--- config.mk ---
export PLATFORM = sky130hd
export DESIGN_NAME = bcd_seq_converter
export DESIGN_NICKNAME = d
export VERILOG_FILES = /design/src/rtl/bcd_seq_converter.sv
export SDC_FILE = /design/constraint.sdc
export NUM_CORES = 1
export LEC_CHECK = 0
export ABC_AREA = 1
export BUFFER_PORTS_ARGS = -buffer_cell sky130_fd_sc_hd__clkbuf_2
export CAP_MARGIN = 20
export CORE_ASPECT_RATIO = 0.9
export CORE_MARGIN = 4
export CORE_UTILIZATION = 25
export DETAILED_ROUTE_END_ITERATION = 16
export MAX_ROUTING_LAYER = met4
export PLACE_DENSITY = 0.52
export SETUP_SLACK_MARGIN = 0.02
export SKIP_LAST_GASP = 1
export SLEW_MARGIN = 20
export SYNTH_ARGS = -nofsm -noshare
export SYNTH_HDL_FRONTEND = slang
export SYNTH_SLANG_ARGS = --single-unit
--- constraint.sdc ---
create_clock -name clk -period 2.4 [get_ports clk]
set_clock_uncertainty 0.15 [all_clocks]
set_input_delay 0.12 -clock clk [delete_from_list [all_inputs] [get_ports clk]]
set_output_delay 0.12 -clock clk [all_outputs]
set_load 0.005 [all_outputs]
--- src/rtl/bcd_seq_converter.sv ---
// bcd_seq_converter: sequential double-dabble conversion of a WIDTH-bit magnitude to three BCD digits plus sign
module bcd_seq_converter #(
    parameter int WIDTH = 9
) (
    input  logic             clk,
    input  logic             reset,
    input  logic             start,
    input  logic [WIDTH-1:0] bin_in,
    input  logic             neg_in,
    output logic             busy,
    output logic             done,
    output logic [3:0]       bcd_hun,
    output logic [3:0]       bcd_ten,
    output logic [3:0]       bcd_uni,
    output logic             sign_out
);

    typedef enum logic [1:0] {IDLE, SHIFT, DONE} state_t;

    state_t           state, state_nx;
    logic [WIDTH-1:0] sh;
    logic [11:0]      acc, adj;
    logic [WIDTH+11:0] nxt;
    logic [3:0]       cnt;
    logic             sign_cap;

    for (genvar i = 0; i < 3; i++) begin : g_adj
        assign adj[4*i +: 4] = acc[4*i +: 4] >= 4'd5 ? acc[4*i +: 4] + 4'd3 : acc[4*i +: 4];
    end

    // the capture register MSB feeds the units LSB on each shift
    assign nxt  = {adj, sh} << 1;
    assign busy = state != IDLE;

    always_ff @(posedge clk or negedge reset) begin
        if (!reset)
            state <= IDLE;
        else
            state <= state_nx;
    end

    always_comb begin
        state_nx = state;
        case (state)
            IDLE:    state_nx = start ? SHIFT : IDLE;
            SHIFT:   state_nx = cnt == 4'd1 ? DONE : SHIFT;
            default: state_nx = IDLE;
        endcase
    end

    always_ff @(posedge clk or negedge reset) begin
        if (!reset) begin
            sh       <= '0;
            acc      <= '0;
            cnt      <= '0;
            sign_cap <= 1'b0;
            done     <= 1'b0;
            bcd_hun  <= '0;
            bcd_ten  <= '0;
            bcd_uni  <= '0;
            sign_out <= 1'b0;
        end else begin
            done <= state == DONE;
            if (state == IDLE && start) begin
                sh       <= bin_in;
                sign_cap <= neg_in;
                acc      <= '0;
                cnt      <= 4'(WIDTH);
            end else if (state == SHIFT) begin
                acc <= nxt[WIDTH+11:WIDTH];
                sh  <= nxt[WIDTH-1:0];
                cnt <= cnt - 4'd1;
            end else if (state == DONE) begin
                bcd_hun  <= acc[11:8];
                bcd_ten  <= acc[7:4];
                bcd_uni  <= acc[3:0];
                sign_out <= sign_cap;
            end
        end
    end

endmodule

==> results of run 1 <==
==> worst paths after layout <==
path / endpoint / slack (ps) / cells past startpoint
setup / recovery: acc[6] / 910 / 8
hold / removal: state[0] / 80 / 3
setup reg to reg: acc[6] / 910 / 8
hold reg to reg: sign_out / 320 / 2
max in group asynchronous: cnt[1] / 1660 / 3
min in group asynchronous: bcd_ten[0] / 190 / 3
==> cell usage after synthesis (all sizes together) <==
library cell	number
o22ai	1
nand4	7
nand2	85
nand3	24
inv	27
buf	5
nor2	3
dfrtp	42
o21bai	2
nor3	1
o211ai	1
o21ai	25
ha	8
xnor2	1
==> registers in the layout, indices dropped and copies added (netlist names) <==
register / cells
acc: 12
sh: 9
bcd_hun: 4
bcd_ten: 4
bcd_uni: 4
cnt: 4
state: 2
done: 1
sign_cap: 1
sign_out: 1
==> power by group <==
part | switching (mW) | internal (mW)
combinational | 0.723 | 0.448
sequential | 0.196 | 0.992
clock | 0.234 | 0.232
total | 1.15 | 1.67
==> what timing repair did <==
action / 4_1_cts / 5_1_grt
endpoints found under the hold margin: 52 / 0
endpoints found under the setup margin: 0 / 0
hold buffers: 11 / 0
==> stage by stage <==
stage / utilization [%] / std cells
final: 31.5 / 371
after global placement: 28.9 / 352
after global routing: 31.5 / 371
after CTS: 31.5 / 371
after floorplan: - / 232
after detailed placement: 28.9 / 352
==> cell families after synthesis <==
group                    count (synthesis)  share of synthesized area [%]
AND/OR/NAND/NOR                        120                           25.6
flip-flops                              42                           53.4
buffers and inverters                   32                           7.12
AO/OA/AOI/OAI                           29                           8.39
adder cells (fa/ha/maj)                  8                           5.08
XOR/XNOR                                 1                          0.445
==> routing by layer <==
layer / vias up / routed length, microns
met5: - / 0
met4: 0 / 55
met3: 5 / 185
met2: 25 / 1670
met1: 718 / 2170
li1: 827 / -
==> layout make-up <==
| cell class | count | area share, % |
|---|---|---|
| clock buffer | 7 | 3.59 |
| clock inverter | 1 | 0.208 |
| inverter | 27 | 4.22 |
| multi-input combinational | 158 | 32.4 |
| sequential | 42 | 43.8 |
| tap | 96 | 5.00 |
| timing repair buffer | 40 | 10.8 |
==> worst register-to-register path, stage by stage, from the launching register on <==
cell and delay, ps:
dfrtp_1 420, inv_1 130, ha_1 220, inv_1 50
nand2_1 80, nand3_1 140, nand2_1 60, nand3_1 80
nand2_1 50
==> out/metrics.yaml, run 1 <==
place_congestion: 0.793
synth_fp_nets: 253
drive_gt1_share_pct: 16.0
final_area_sq_um: 2400
cts_tree: "done"
layout_common_cells: "nand2_1, dfrtp_1, clkbuf_2"
critPathKind: "reg2reg"
fp.dieH_microns: 92.2
via_per_inst: 4.25
yosys-top-cells-area: "dfrtp_1, nand2_1, nand3_1"
syn2layout_area_growth_pct: 22.0
max_stage_delay_ps: 420
ys_seq_area_share_pct: 53.4
drv_cap: 0
hp-class: "in2reg"
fin_nets: 295
hold_ws_ps: 84.7
drt-total-wl_microns: 4080
fillers: 849
fmax_mhz: 672
finalSetupViolCount: 0
placed_cell_area_sq_um: 2200
critical_path_buf_inv_count: 2
synth.distinct_cells: 21
cts_max_path_buffers: 2
powerDensity_nw_per_um2: 1180
start_util_pct: 25.8
dieArea_sq_um: 9360
end_kind: "flop"
clk_latency_ps: 290
final_common_cell: "nand2_1"
track_usage_pct: 10.2
crit_top_cell: "nand2_1"
dp_slack_ps: 918
slew_headroom_pct: 67.9
drc: 0
cts_resized: 0
dp_hpwl_microns: 2910
total_power_mw: 2.83
gr-total-overflow: 0
io_buffers: 27
ir_drop_uv: 315
chipWidth_microns: 102
first_iter_violations: 77
cts_root_buf: "clkbuf_8"
yosysTopAreaCellShare_pct: 53.4
yosysTopAreaCell: "dfrtp_1"
period_share_pct: 62.0
cts_buffers: 5
crit_chain: "inv_1 -> ha_1 -> inv_1 -> nand2_1 -> nand3_1 -> nand2_1 -> nand3_1 -> nand2_1"
grt_pass1_wl_microns: 7510
critPathSlowestCell: "dfrtp_1"
r2r_start: "acc[4]"
use_met2_pct: 13.9
cellLeakagePower_nw: 1.23
grt_max_degree: 26
coreArea_sq_um: 7620
crit_required_ps: 2430
synth_seq_cells: 42
num_rows: 30
rsz0062_at_grt: "false"
setup_ws_ps: 912
worst_pin_slew_ps: 480
seq_area_sq_um: 1050
first_pass_iters: 4
grtUsageMet1_pct: 14.6
outcome: "completed"
post_cts_buffers: 0
hp-start: "start"
syn_inst: 232
hold_viol: 0
ios: 28
clkTransAtPathRegs_ps: 80
grt_antenna_before_repair: 0
top_usage_layer: "met1"
setup_tns_ps: 0
ys_warn_count: 0
vias: 1575
ant_nets: 0
cts_sinks: 42
synth.avg_cell_area_sq_um: 8.49
worstPathArrival_ps: 1520
first_global_vias: 1571
wl_per_cell_microns: 11.0
diodes: 0
syn-cell-area_sq_um: 1970
crit_family: "flip-flops"
crit_fanout: 5
finalMaxSlewViolations: 0
crit_start: "acc[4]"
fin_crit_ps: 1490
startpoint_type: "flop"
h-tree-depth: 2
multi_input_area_sq_um: 778
grt_use_met3_pct: 2.81
Power figures use the tool's default switching activity.
==> inputs of run 2 (changes only) <==
- ABC_AREA: 1 -> 0
- clock period: 2.4 -> 1.4 ns (I/O delays scaled with it)
==> out/metrics.yaml, run 2 <==
outcome: "finished with violations"
failed_checks: "negative setup slack"
fin_nets: 279
reg_top3: "acc: 12 flops, sh: 9 flops"
regMostFlops: "acc"
synth_common_cells: "dfrtp_1, nand2_1, o21ai_0"
first_iter_violations: 35
intPower_mw: 4.39
slew_headroom_pct: 80.8
cts_max_path_buffers: 2
ant_nets: 0
powerDensity_nw_per_um2: 2230
vias: 1574
synth-async-reset-ratio_pct: 100
cts_buffers: 5
gr-total-overflow: 0
syn2layout_area_growth_pct: 62.8
ir_drop_uv: 664
hp-class: "in2async"
first_pass_iters: 4
grt_antenna_before_repair: 0
grt_pass1_wl_microns: 7700
startpoint_type: "flop"
io_buffers: 27
dp_slack_ps: -142
finalMaxSlewViolations: 0
ys_seq_area_share_pct: 55.2
yosys-top-cells-area: "dfrtp_1, nand2_1, mux2_2"
syn_inst: 179
worstPathArrival_ps: 1620
clkTransAtPathRegs_ps: 90
layout_common_cells: "dfrtp_1, nand2_1, clkbuf_2, buf_4, buf_6"
h-tree-depth: 2
drt-total-wl_microns: 4580
grt_max_degree: 43
largest_reg_flops: 12
fin_util_pct: 43.0
diodes: 0
cts_tree: "done"
cts_sinks: 42
instances_no_fill: 352
cellLeakagePower_nw: 1.46
critPathKind: "reg2reg"
fp.dieH_microns: 90.8
chipWidth_microns: 100
clkPwrFrac_pct: 13.9
hold_viol: 0
drc: 0
dp.cells: 325
synth_fp_nets: 200
end_kind: "flop"
clk_latency_ps: 290
total_power_mw: 6.93
yosysTopAreaCellShare_pct: 55.2
setup_tns_ps: -989
share_seq_of_total_power_pct: 31.1
rsz0062_at_grt: "true"
dp_hpwl_microns: 3030
track_usage_pct: 10.8
setup_ws_ps: -143
first_global_vias: 1626
placed_cell_area_sq_um: 2540
synth.distinct_cells: 27
via_per_inst: 4.47
p_sw_mw: 2.54
syn-cell-area_sq_um: 1910
synth_edf_count: 0
crit_fanout: 4
final_area_sq_um: 3100
synth_seq_cells: 42
ios: 28
drv_cap: 0
start_util_pct: 26.4
coreArea_sq_um: 7220
final_common_cell: "dfrtp_1"
place_congestion: 0.780
drive_gt1_share_pct: 53.7
p_comb_share_pct: 55.1
p_sw_share_pct: 36.6
yosysTopAreaCell: "dfrtp_1"
hold_ws_ps: 134
worst_pin_slew_ps: 288
ys_dominant_reg_cell: "dfrtp_1"
yosysMostFrequentCell: "dfrtp_1"
ys_warn_count: 0
cts_root_buf: "clkbuf_8"
synth.avg_cell_area_sq_um: 10.6
fmax_mhz: 648
dieArea_sq_um: 9090
crit_required_ps: 1470
fin_crit_ps: 1540
period_share_pct: 110
wl_per_cell_microns: 13.0
finalSetupViolCount: 12
num_rows: 29
-- run 2: final timing paths --
check,from,end,slack (ps),cells past startpoint
setup / recovery,acc[4],acc[6],-140,5
hold / removal,reset,done,130,3
setup reg to reg,acc[4],acc[6],-140,5
hold reg to reg,bcd_uni[0],bcd_uni[0],330,2
max in group asynchronous,reset,state[0],720,3
min in group clk,start,cnt[2],130,4
-- run 2: layout make-up --
type                       count  area [sq um]
clock inverter                 1          30.0
timing repair buffer          82           674
inverter                       9          33.8
tap                           93           116
multi-input combinational    118          1120
clock buffer                   7          76.3
sequential                    42          1050
fill                         697          4120
-- run 2: layer usage --
layer / routed length (microns) / track usage [%] / part of all wire (%) / vias up
met5: 0 / - / 0 / -
met4: 35 / 4.04 / 0.76 / 0
met3: 175 / 2.86 / 3.8 / 4
met2: 2200 / 16.1 / 48 / 22
met1: 2170 / 14.1 / 47 / 779
li1: - / - / - / 769
-- run 2: timing repair --
item | 4_1_cts | 5_1_grt
gates resized for setup | 25 | 38
pin swaps | 6 | 13
hold endpoints to repair | 52 | 0
cloned | 0 | 2
buffers inserted | 3 | 3
endpoints found under the setup margin | 34 | 33
hold buffers | 11 | 0
-- run 2: worst max-delay path, cell delays in order, from the launching register on --
cell	delay, ps
dfrtp_1	430
ha_2	180
nand2b_4	140
a21oi_4	140
mux2_4	310
o21ai_1	120
-- run 2: kinds of logic after synthesis --
logic type                 after synthesis  share of synthesized area (%)
muxes                                    9                           5.32
xor gates and xnor gates                 8                           3.68
buffers and inverters                   19                           4.27
DFF                                     42                           55.2
and+or+nand+nor                         57                           14.0
AOI/OAI and AO/OA                       36                           12.3
adders and majority gates                8                           5.25
-- run 2: power groups by stage --
stage | clock network [mW] | logic [mW] | registers [mW]
finish | 0.961 | 3.82 | 2.15
detailed placement | 0 | 3.06 | 2.11
floorplan | 0 | 1.86 | 2.08
CTS | 0.990 | 3.38 | 2.11
global placement | 0 | 3.02 | 2.10
global route | 1.04 | 4.20 | 2.23
==> inputs of run 3 (changes only) <==
- SETUP_SLACK_MARGIN: 0.02 -> default
==> out/metrics.yaml, run 3 (synthesized netlist as in run 2, its figures left out) <==
gr-total-overflow: 0
largest_reg_flops: 12
crit_required_ps: 1490
crit_fanout: 3
hold_viol: 0
period_share_pct: 110
hold_ws_ps: 122
first_pass_iters: 4
critPathKind: "reg2reg"
placed_cell_area_sq_um: 2520
coreArea_sq_um: 7220
final_area_sq_um: 2960
grt_use_met3_pct: 2.63
critPathSlowestCell: "dfrtp_1"
fin_crit_ps: 1540
setup_ws_ps: -141
vias: 1511
finalSetupViolCount: 13
cts_root_buf: "clkbuf_8"
ios: 28
first_iter_violations: 46
fp.dieH_microns: 90.8
diodes: 0
num_rows: 29
instances_no_fill: 347
critical_path_buf_inv_count: 1
slew_headroom_pct: 80.1
fillers: 687
cts_max_path_buffers: 2
ant_nets: 0
start_util_pct: 26.4
h-tree-depth: 2
chipWidth_microns: 100
max_stage_delay_ps: 390
hp-class: "in2async"
place_congestion: 0.777
top_usage_layer: "met2"
drive_gt1_share_pct: 52.4
io_buffers: 27
layout_common_cells: "dfrtp_1, buf_4, nand2_1, clkbuf_2, dlygate4sd3_1"
grt_max_degree: 43
ir_drop_uv: 781
failed_checks: "negative setup slack"
final_common_cell: "dfrtp_1"
startpoint_type: "flop"
end_kind: "flop"
drv_cap: 0
rsz0062_at_grt: "true"
crit_chain: "inv_2 -> ha_4 -> nand2b_4 -> a21oi_4 -> mux2_4 -> o21ai_2"
finalMaxSlewViolations: 0
dieArea_sq_um: 9090
first_global_vias: 1540
grt_antenna_before_repair: 0
grtUsageMet1_pct: 14.4
seq_area_sq_um: 1050
via_per_inst: 4.35
crit_cells: 6
outcome: "finished with violations"
drt-total-wl_microns: 4270
dp_hpwl_microns: 2980
multi_input_area_sq_um: 1070
syn2layout_area_growth_pct: 55.2
clkTransAtPathRegs_ps: 90
drc: 0
cts_tree: "done"
crit_family: "flip-flops"
cts_buffers: 5
cts_sinks: 42
regMostFlops: "acc"
clk_latency_ps: 300
setup_tns_ps: -1000
cellLeakagePower_nw: 1.38
reg_top3: "acc: 12 flops, sh: 9 flops"
r2r_cells: 6
track_usage_pct: 10.6
worst_pin_slew_ps: 299
dp.cells: 323
worstPathArrival_ps: 1630
r2r_setup_slack_ps: -140
grt_pass1_wl_microns: 7540
fin_nets: 274
powerDensity_nw_per_um2: 2190
wl_per_cell_microns: 12.3
fmax_mhz: 649
use_met2_pct: 15.5
## run 3: cell count changes in the layout (fill, tap and decap cells not counted), sizes merged
| cell | previous run | this run |
|---|---|---|
| bufinv | 1 | 0 |
| clkbuf | 35 | 33 |
| clkinv | 0 | 2 |
| buf | 43 | 39 |
## run 3: per-stage QoR
step	utilization, %	total power [mW]	setup WS [ps]
finish	40.9	6.46	-141
global route	40.9	7.02	-214
CTS	38.8	6.15	-132
detailed placement	35.0	5.10	-130
global placement	35.0	5.05	-124
floorplan	-	3.94	-97.2
## run 3: final cells by class
class	count	area share (%)
inverters	9	1.14
clock inverters	2	0.466
well taps	93	3.94
clock buffers	6	2.45
multi-input cells	118	36.2
repair buffers	77	20.2
flip-flops and latches	42	35.6
## run 3: worst reg2reg max path, cell delays in order, from the launching register on
cell      delay [ps]
dfrtp_1          390
inv_2             80
ha_4             150
nand2b_4         140
a21oi_4          160
mux2_4           320
o21ai_2          100
## run 3: power breakdown
group	total (mW)	internal, mW	leakage, nW	switching, mW
combinational	3.52	1.95	0.793	1.56
clock	0.793	0.353	0.0452	0.440
sequential	2.16	1.72	0.539	0.439
total	6.46	4.02	1.38	2.44
## run 3: metal layers
layer | routed length (microns) | vias to the layer above
li1 | - | 763
met5 | 0 | -
met4 | 65 | 0
met3 | 244 | 7
met1 | 2020 | 711
met2 | 1950 | 30
## run 3: what timing repair did
item | 4_1_cts | 5_1_grt
pin swaps | 2 | 16
gates resized for setup | 17 | 32
hold buffers | 11 | 0
setup buffers | 3 | 1
endpoints found under the hold margin | 52 | 0
cloned | 1 | 0
setup endpoints to repair | 26 | 33
## run 3: final timing paths
check / startpoint / end
setup / recovery: acc[9] / acc[10]
hold reg to reg: bcd_uni[1] / bcd_uni[1]
max in group asynchronous: reset / state[1]
setup reg to reg: acc[9] / acc[10]
min in group clk: start / cnt[2]
hold / removal: reset / bcd_ten[1]
